`config.mk`:
```
export PLATFORM = sky130hd
export DESIGN_NAME = anb_wr_arbiter_m
export DESIGN_NICKNAME = d
export VERILOG_FILES = /design/src/rtl/anb_wr_arbiter_m.sv
export SDC_FILE = /design/constraint.sdc
export NUM_CORES = 1
export LEC_CHECK = 0
export ABC_AREA = 1
export BUFFER_PORTS_ARGS = -buffer_cell sky130_fd_sc_hd__clkbuf_2
export CAP_MARGIN = 30
export CORE_AREA = 4 4 663 665
export DETAILED_ROUTE_END_ITERATION = 8
export DIE_AREA = 0 0 667 669
export SLEW_MARGIN = 25
export SYNTH_ARGS = -nofsm -noshare
export SYNTH_HDL_FRONTEND = slang
export SYNTH_SLANG_ARGS = --single-unit
```
`constraint.sdc`:
```
create_clock -name clk -period 5.6 [get_ports clk]
set_input_delay 0.56 -clock clk [delete_from_list [all_inputs] [get_ports clk]]
set_output_delay 0.56 -clock clk [all_outputs]
set_load 0.03 [all_outputs]
```
`src/rtl/anb_wr_arbiter_m.sv`:
```
// N-to-1 write arbiter: round-robin address grant into a register slice, with a grant-order
// FIFO that steers an unregistered data mux so that bursts follow address order without interleaving.
module anb_wr_arbiter_m #(
  parameter int N_PORTS   = 4,
  parameter int ADDR_W    = 64,
  parameter int LEN_W     = 16,
  parameter int DATA_W    = 256,
  parameter int ORD_DEPTH = 4
) (
  input  logic                        clk,
  input  logic                        rst,
  input  logic [N_PORTS-1:0]          m_avalid,
  output logic [N_PORTS-1:0]          m_aready,
  input  logic [N_PORTS*ADDR_W-1:0]   m_addr,
  input  logic [N_PORTS*LEN_W-1:0]    m_len,
  input  logic [N_PORTS-1:0]          m_dvalid,
  output logic [N_PORTS-1:0]          m_dready,
  input  logic [N_PORTS*DATA_W-1:0]   m_data,
  input  logic [N_PORTS-1:0]          m_last,
  output logic                        s_avalid,
  input  logic                        s_aready,
  output logic [ADDR_W-1:0]           s_addr,
  output logic [LEN_W-1:0]            s_len,
  output logic                        s_dvalid,
  input  logic                        s_dready,
  output logic [DATA_W-1:0]           s_data,
  output logic                        s_last
);

  localparam int IDX_W  = $clog2(N_PORTS);
  localparam int OPTR_W = $clog2(ORD_DEPTH);
  localparam int CNT_W  = OPTR_W + 1;
  localparam logic [IDX_W-1:0] LAST_PORT = IDX_W'(N_PORTS - 1);
  localparam logic [CNT_W-1:0] FULL_CNT  = CNT_W'(ORD_DEPTH);
  localparam logic [IDX_W:0]   N_WIDE    = (IDX_W+1)'(N_PORTS);

  logic [ADDR_W-1:0] w_port_addr [N_PORTS];
  logic [LEN_W-1:0]  w_port_len  [N_PORTS];
  logic [DATA_W-1:0] w_port_data [N_PORTS];

  logic [IDX_W:0]    w_sum  [N_PORTS];
  logic [IDX_W-1:0]  w_cand [N_PORTS];
  logic [N_PORTS-1:0] w_req_rot;

  logic              w_found;
  logic [IDX_W-1:0]  w_win;
  logic              w_arb_en;
  logic              w_push;
  logic              w_pop;
  logic              w_empty;
  logic              w_full;
  logic [IDX_W-1:0]  w_head;

  logic              r_s_avalid;
  logic [ADDR_W-1:0] r_s_addr;
  logic [LEN_W-1:0]  r_s_len;
  logic [IDX_W-1:0]  r_rr_ptr;

  logic [IDX_W-1:0]  r_ord_mem [ORD_DEPTH];
  logic [OPTR_W-1:0] r_wr_ptr;
  logic [OPTR_W-1:0] r_rd_ptr;
  logic [CNT_W-1:0]  r_count;

  // Per-port views of the flattened buses, plus the rotated search order starting at r_rr_ptr.
  for (genvar gi = 0; gi < N_PORTS; gi++) begin : g_port
    assign w_port_addr[gi] = m_addr[gi*ADDR_W +: ADDR_W];
    assign w_port_len[gi]  = m_len[gi*LEN_W +: LEN_W];
    assign w_port_data[gi] = m_data[gi*DATA_W +: DATA_W];
    assign w_sum[gi]       = {1'b0, r_rr_ptr} + (IDX_W+1)'(gi);
    assign w_cand[gi]      = (w_sum[gi] >= N_WIDE) ? IDX_W'(w_sum[gi] - N_WIDE)
                                                   : w_sum[gi][IDX_W-1:0];
    assign w_req_rot[gi]   = m_avalid[w_cand[gi]];
    assign m_aready[gi]    = w_push && (w_win == IDX_W'(gi));
    assign m_dready[gi]    = !w_empty && s_dready && (w_head == IDX_W'(gi));
  end

  always_comb begin
    w_found = 1'b0;
    w_win   = r_rr_ptr;
    for (int k = 0; k < N_PORTS; k++) begin
      if (!w_found && w_req_rot[k]) begin
        w_found = 1'b1;
        w_win   = w_cand[k];
      end
    end
  end

  assign w_empty  = (r_count == '0);
  assign w_full   = (r_count == FULL_CNT);
  // Gated by rst so no requester sees a grant while reset is held.
  assign w_arb_en = !rst && (!r_s_avalid || s_aready) && !w_full;
  assign w_push   = w_arb_en && w_found;
  assign w_head   = r_ord_mem[r_rd_ptr];

  assign s_dvalid = !w_empty && m_dvalid[w_head];
  assign s_data   = w_port_data[w_head];
  assign s_last   = m_last[w_head];
  assign w_pop    = s_dvalid && s_dready && s_last;

  assign s_avalid = r_s_avalid;
  assign s_addr   = r_s_addr;
  assign s_len    = r_s_len;

  always_ff @(posedge clk or posedge rst) begin
    if (rst) begin
      r_s_avalid <= 1'b0;
      r_s_addr   <= '0;
      r_s_len    <= '0;
      r_rr_ptr   <= '0;
    end else if (w_push) begin
      r_s_avalid <= 1'b1;
      r_s_addr   <= w_port_addr[w_win];
      r_s_len    <= w_port_len[w_win];
      r_rr_ptr   <= (w_win == LAST_PORT) ? '0 : w_win + IDX_W'(1);
    end else if (s_aready) begin
      r_s_avalid <= 1'b0;
    end
  end

  always_ff @(posedge clk) begin
    if (w_push) begin
      r_ord_mem[r_wr_ptr] <= w_win;
    end
  end

  always_ff @(posedge clk or posedge rst) begin
    if (rst) begin
      r_wr_ptr <= '0;
      r_rd_ptr <= '0;
      r_count  <= '0;
    end else begin
      if (w_push) begin
        r_wr_ptr <= r_wr_ptr + OPTR_W'(1);
      end
      if (w_pop) begin
        r_rd_ptr <= r_rd_ptr + OPTR_W'(1);
      end
      case ({w_push, w_pop})
        2'b10:   r_count <= r_count + CNT_W'(1);
        2'b01:   r_count <= r_count - CNT_W'(1);
        default: r_count <= r_count;
      endcase
    end
  end

endmodule

```
==> impl_metrics.ini, run 1 <==
[finish]
num-nets-final = 5430
area_growth_syn_to_layout_pct = 119
nFillCells = 52000
drive_gt1_share_pct = 45.0

[timing]
rsz0062_at_grt = no
hold_viol = 0
min_period_over_period_pct = 83.2
max_slew_margin_pct = 27.1
maxSlewViolCount = 0
period_needed_ns = 4.66
setup_viol = 0
worst_slack_ns = 0.940
finalSetupTns_ns = 0
skew_ns = 0.0316
tightest_slew_ns = 1.09
fmax_mhz = 215

[setup_path]
crit_fanout = 46
cp_top_family = buffers and inverters
endpoint_kind = output pin
cp_slowest_cell = buf_4
reg2reg_depth = 15
crit_arrival_ns = 4.10
crit_start = r_rd_ptr[0]
crit_buf_inv = 5
path_class = reg2out
endpoint = s_data[50]
worst-path-stages = 10
startpoint_type = flop
rrSetupSlack_ns = 1.72
crit_chain = inv_1 > nand2_1 > nand3_1 > nand2_1 > inv_8 > buf_4 > buf_4 > nand3_1 > nand3_1 > clkbuf_2
r2r_start = r_rr_ptr[0]
critPathRequiredTime_ns = 5.04
worstReg2RegEnd = r_count[2]
critPathMaxStageDelay_ns = 0.62
critPathMostFrequentCell = nand3_1

[synth]
syn-instance-count = 2493
ys_seq_elements = 98
syn_nets = 3863
synth_top_area_cell = nand2_1
synthTopCellsByArea = nand2_1 31%, nand3_1 25%, dfrtp_1 16%
synthDistinctLibCells = 31
yosysTopAreaCellShare_pct = 30.7
synth_seq_area_share_pct = 18.1
yosysWarnings = 0
synth.avg_cell_area_um2 = 5.51
netlist_area_um2 = 13700

[global_routing]
track_usage_pct = 16.9
grt_pass1_wl_um = 450000
antenna_found_initial = 375
grt_pass1_vias = 26200
gr-total-overflow = 0
grt_max_degree = 119

[cts]
clk_pin_slew_ns = 0.09
clk_latency_ns = 0.44
postCtsSetupBuffers = 0
cts_tree = done
cts_num_sinks = 98
numCtsBuffers = 9
cts-root-buf = clkbuf_16
clock_path_buffers = 2
cts_htree_levels = 3

[floorplan]
fp.dieArea_um2 = 446000
dieHeight_um = 669
rows = 242
start_util_pct = 3.17
die_w_um = 667
io-pin-count = 1707
coreArea_um2 = 434000

[routing]
route.detailed.drc = 0
avgViaCountPerCell = 2.81
vias = 28100
ant_nets = 0
post_drt_wl_per_cell_um = 39.9
firstDrtPassIters = 6
drtIter0Drc = 2579
routed_wl_um = 398000

[pwr]
p_leak_uw = 0.0144
ir_drop_mv = 0.485
p_per_area_nw_per_um2 = 968

[min_path]
hp-class = in2reg

[run]
maxCapViolCount = 0

[run_status]
outcome = finished clean

[placed_design]
gp_congestion = 1.02
place_ws_ns = 1.30
hpwl_um = 364000
port_buffers = 1706
-- flip-flops by register name (all words and copies together), names as in the netlist --
name	cells
s_addr	64
s_len	16
r_count	3
r_rd_ptr	2
r_rr_ptr	2
r_ord_mem	8
s_avalid	1
r_wr_ptr	2
-- worst min-delay path by stage --
stage                       endpoint  depth (start not counted)  startpoint  slack, ns
after floorplan           r_count[0]                          1  r_count[0]       0.45
after global placement    r_count[0]                          1  r_count[0]       0.46
after detailed placement  s_addr[24]                          2  s_addr[24]       0.47
after CTS                   s_avalid                          2    s_aready       0.31
after global routing        s_avalid                          2    s_aready       0.36
final                       s_avalid                          2    s_aready       0.37
-- metrics by stage --
| step | util [%] | std cells | hold WS, ns | total power [uW] | cell area (um2) |
|---|---|---|---|---|---|
| after floorplan | - | 2493 | 0.446 | 13900 | 13700 |
| after global placement | 6.75 | 9781 | 0.463 | 28900 | 29300 |
| after detailed placement | 6.75 | 9781 | 0.465 | 28700 | 29300 |
| after CTS | 6.82 | 9798 | 0.306 | 29600 | 29600 |
| after global routing | 6.90 | 9933 | 0.359 | 30500 | 29900 |
| final | 6.93 | 9974 | 0.370 | 29100 | 30000 |
-- logic make-up (layout without fill, tap and decap cells) --
logic type,count (synthesis),after routing,synth area share (%)
buffers and inverters,268,1840,8.90
AOI/OAI and AO/OA,270,270,14.6
adders and majority gates,10,10,0.966
xor gates and xnor gates,4,4,0.255
and+or+nand+nor,1843,1843,57.2
other,0,175,0
DFF,98,98,18.1
-- per-layer routing --
layer	GRT usage, %	routed length (um)	up-vias
met2	32.1	214000	2097
met4	6.04	14700	90
li1	-	-	11800
met5	0.913	850	-
met3	6.18	37500	697
met1	16.6	131000	13400
-- final cells by class --
cell class / instances / area [um2] / area share [%]
multi-input cells: 2127 / 10100 / 33.6
repair buffers: 1785 / 9350 / 31.1
well taps: 5734 / 7170 / 23.9
flip-flops and latches: 98 / 2490 / 8.30
diodes: 175 / 438 / 1.46
clock buffers: 9 / 225 / 0.750
inverters: 39 / 179 / 0.596
clock inverters: 7 / 72.6 / 0.242
-- power breakdown --
| part | internal (uW) | switching (uW) |
|---|---|---|
| logic | 5130 | 21900 |
| registers | 1070 | 224 |
| clock network | 317 | 443 |
-- cell usage after synthesis --
library cell,instances
nand2_1,1124
nand3_1,691
a22oi_1,256
buf_2,110
clkbuf_1,95
dfrtp_1,90
inv_1,35
nor2_1,16
buf_1,12
ha_1,9
o21ai_0,9
edfxtp_1,8
buf_6,7
nand2_2,5
buf_4,3
xor2_1,3
a21oi_1,2
inv_2,2
nand2_4,2
nand4_4,2
o221ai_1,2
a31oi_1,1
buf_8,1
clkbuf_2,1
clkinv_1,1
fa_1,1
inv_4,1
nand4_1,1
nor2_2,1
or2_2,1
xnor2_1,1
-- cells in the final DEF, fill, tap and decap left out, types with 3 or more instances in the layout --
master | netlist | routed
nor2_1 | 16 | 15
diode_2 | 0 | 175
buf_12 | 0 | 17
nand2_2 | 5 | 5
nand2_4 | 2 | 4
xor2_1 | 3 | 3
dfrtp_1 | 90 | 90
nand3_1 | 691 | 691
nand2_1 | 1124 | 1120
inv_1 | 35 | 32
ha_1 | 9 | 9
inv_8 | 0 | 5
a22oi_2 | 0 | 5
a22oi_1 | 256 | 251
clkbuf_2 | 1 | 1706
edfxtp_1 | 8 | 8
clkbuf_16 | 0 | 9
buf_4 | 3 | 61
o21ai_0 | 9 | 8
-- repair_timing --
action,in CTS,in global routing
hold buffers,1,0
gates resized for setup,0,0
endpoints found under the setup margin,0,0
hold endpoints to repair,7,0
-- worst register-to-register path, cell delays in order, from the launching register on --
cell and delay [ns]:
dfrtp_1 0.63, inv_2 0.19, nand2_1 0.10, nand2_1 0.14, nand2_1 0.12, nand2_2 0.08, nor2_2 0.19, nand4_1 0.36
nand2_4 0.22, buf_4 0.57, ha_1 0.27, inv_1 0.07, fa_1 0.39, a21oi_1 0.17, o21ai_0 0.12, xor2_1 0.16
(Power assumes the default switching activity.)
==> run 2, diff against run 1 <==
==> constraint.sdc (replaced) <==
create_clock -name clk -period 4.6 [get_ports clk]
set_input_delay 0.46 -clock clk [delete_from_list [all_inputs] [get_ports clk]]
set_output_delay 0.46 -clock clk [all_outputs]
set_load 0.03 [all_outputs]
==> impl_metrics.ini, run 2 (synthesized netlist as in run 1, its figures left out) <==
[cts]
clk_pin_slew_ns = 0.10
cts_htree_levels = 3
post_cts_resized = 0
numCtsBuffers = 9
clock_path_buffers = 2
cts_tree = done
cts_num_sinks = 98
postCtsSetupBuffers = 0
clk_latency_ns = 0.43
cts-root-buf = clkbuf_16

[routing]
avgViaCountPerCell = 2.82
vias = 28000
routed_wl_um = 400000
ant_nets = 0
post_drt_wl_per_cell_um = 40.2
route.detailed.drc = 0
firstDrtPassIters = 5
drtIter0Drc = 2299

[timing]
skew_ns = 0.0225
tightest_slew_ns = 1.07
hold_viol = 0
setup_viol = 0
period_needed_ns = 4.43
rsz0062_at_grt = no
fmax_mhz = 226
max_slew_margin_pct = 29.0
maxSlewViolCount = 0
min_period_over_period_pct = 96.3
finalSetupTns_ns = 0
holdWs_ns = 0.299

[run_status]
outcome = finished clean

[pwr]
power_frac_clock_pct = 2.5
p_per_area_nw_per_um2 = 1180
switching_share_pct = 77.1
cellInternalPower_uw = 8180
p_seq_share_pct = 4.4
comb_power_share_pct = 93.2
switchingPower_uw = 27500
ir_drop_mv = 0.623
p_leak_uw = 0.0144

[finish]
postLayoutCoreUtil_pct = 6.94
num-nets-final = 5433
instances_no_fill = 9946
final_common_cell = clkbuf_2
design_area_um2 = 30100
drive_gt1_share_pct = 45.1
layout_common_cells = 1702 x clkbuf_2, 1120 x nand2_1, 691 x nand3_1
largest_register_ffs = 64
area_growth_syn_to_layout_pct = 119

[min_path]
worstHoldStart = s_aready
hp-class = in2reg

[placed_design]
hpwl_um = 367000
gp_congestion = 0.975
port_buffers = 1706
dp_cells = 9785
place_area_um2 = 29400

[floorplan]
coreArea_um2 = 434000
fp.dieArea_um2 = 446000
rows = 242
die_w_um = 667
dieHeight_um = 669
start_util_pct = 3.17
io-pin-count = 1707

[global_routing]
gr-total-overflow = 0
track_usage_pct = 17.1
grt_max_degree = 119
grt_pass1_vias = 26300
grt_pass1_wl_um = 453000
antenna_found_initial = 381

[setup_path]
crit_start = r_rd_ptr[0]
path_class = reg2out
crit_fanout = 52
startpoint_type = flop
crit_arrival_ns = 3.97
r2r_start = r_rr_ptr[0]
endpoint_kind = output pin
critPathRequiredTime_ns = 4.14

[run]
maxCapViolCount = 0
[run 2: path summary, 6_finish.rpt]
kind                              endpoint  slack (ns)  cells after the start
worst min-delay path              s_avalid        0.30                      2
worst min register to register  s_addr[35]        0.49                      2
max in group asynchronous       s_addr[46]        2.96                      4
worst max-delay path            s_data[91]        0.17                     10
worst max register to register  s_addr[42]        1.04                     16
min in group asynchronous         s_len[0]        0.57                      3
[run 2: worst max-delay path, cell delays in order, from the launching register on]
cell	delay (ns)
dfrtp_1	0.46
inv_1	0.16
nand2_1	0.07
nand3_1	0.10
nand2_1	0.22
nand3_1	0.32
inv_8	0.20
buf_12	0.37
a22oi_1	0.81
nand3_1	0.25
clkbuf_2	0.32
[run 2: what timing repair did]
action	CTS	global route
hold buffers	1	0
setup endpoints to repair	0	0
hold endpoints to repair	1	0
[run 2: final cells by class]
class	instances	area, um2
multi-input combinational	2127	10100
clock buffer	10	239
timing repair buffer	1788	9490
clock inverter	6	57.6
antenna	144	360
sequential	98	2490
fill	52000	403000
tap	5734	7170
inverter	39	179
[run 2: power groups by stage]
stage | sequential (uW) | clock (uW) | combinational [uW]
3_3_place_gp | 1570 | 0 | 34000
6_report | 1560 | 884 | 33200
3_5_place_dp | 1570 | 0 | 33900
2_1_floorplan | 2130 | 0 | 14800
4_1_cts | 1560 | 962 | 34000
5_1_grt | 1610 | 962 | 35000
[run 2: per-layer routing]
| metal | vias up | GRT usage [%] | part of all wire (%) |
|---|---|---|---|
| met1 | 13400 | 16.8 | 33 |
| met5 | - | 0 | 0.14 |
| met4 | 84 | 5.78 | 4.1 |
| met3 | 736 | 5.64 | 8.3 |
| met2 | 2031 | 33.1 | 54 |
| li1 | 11800 | - | - |
[run 2: through the flow]
stage                     total power [uW]  worst slack (ns)
final                                35700             0.172
after global routing                 37600            0.0646
after CTS                            36500             0.145
after detailed placement             35500             0.666
after global placement               35600            0.0593
after floorplan                      16900             0.457
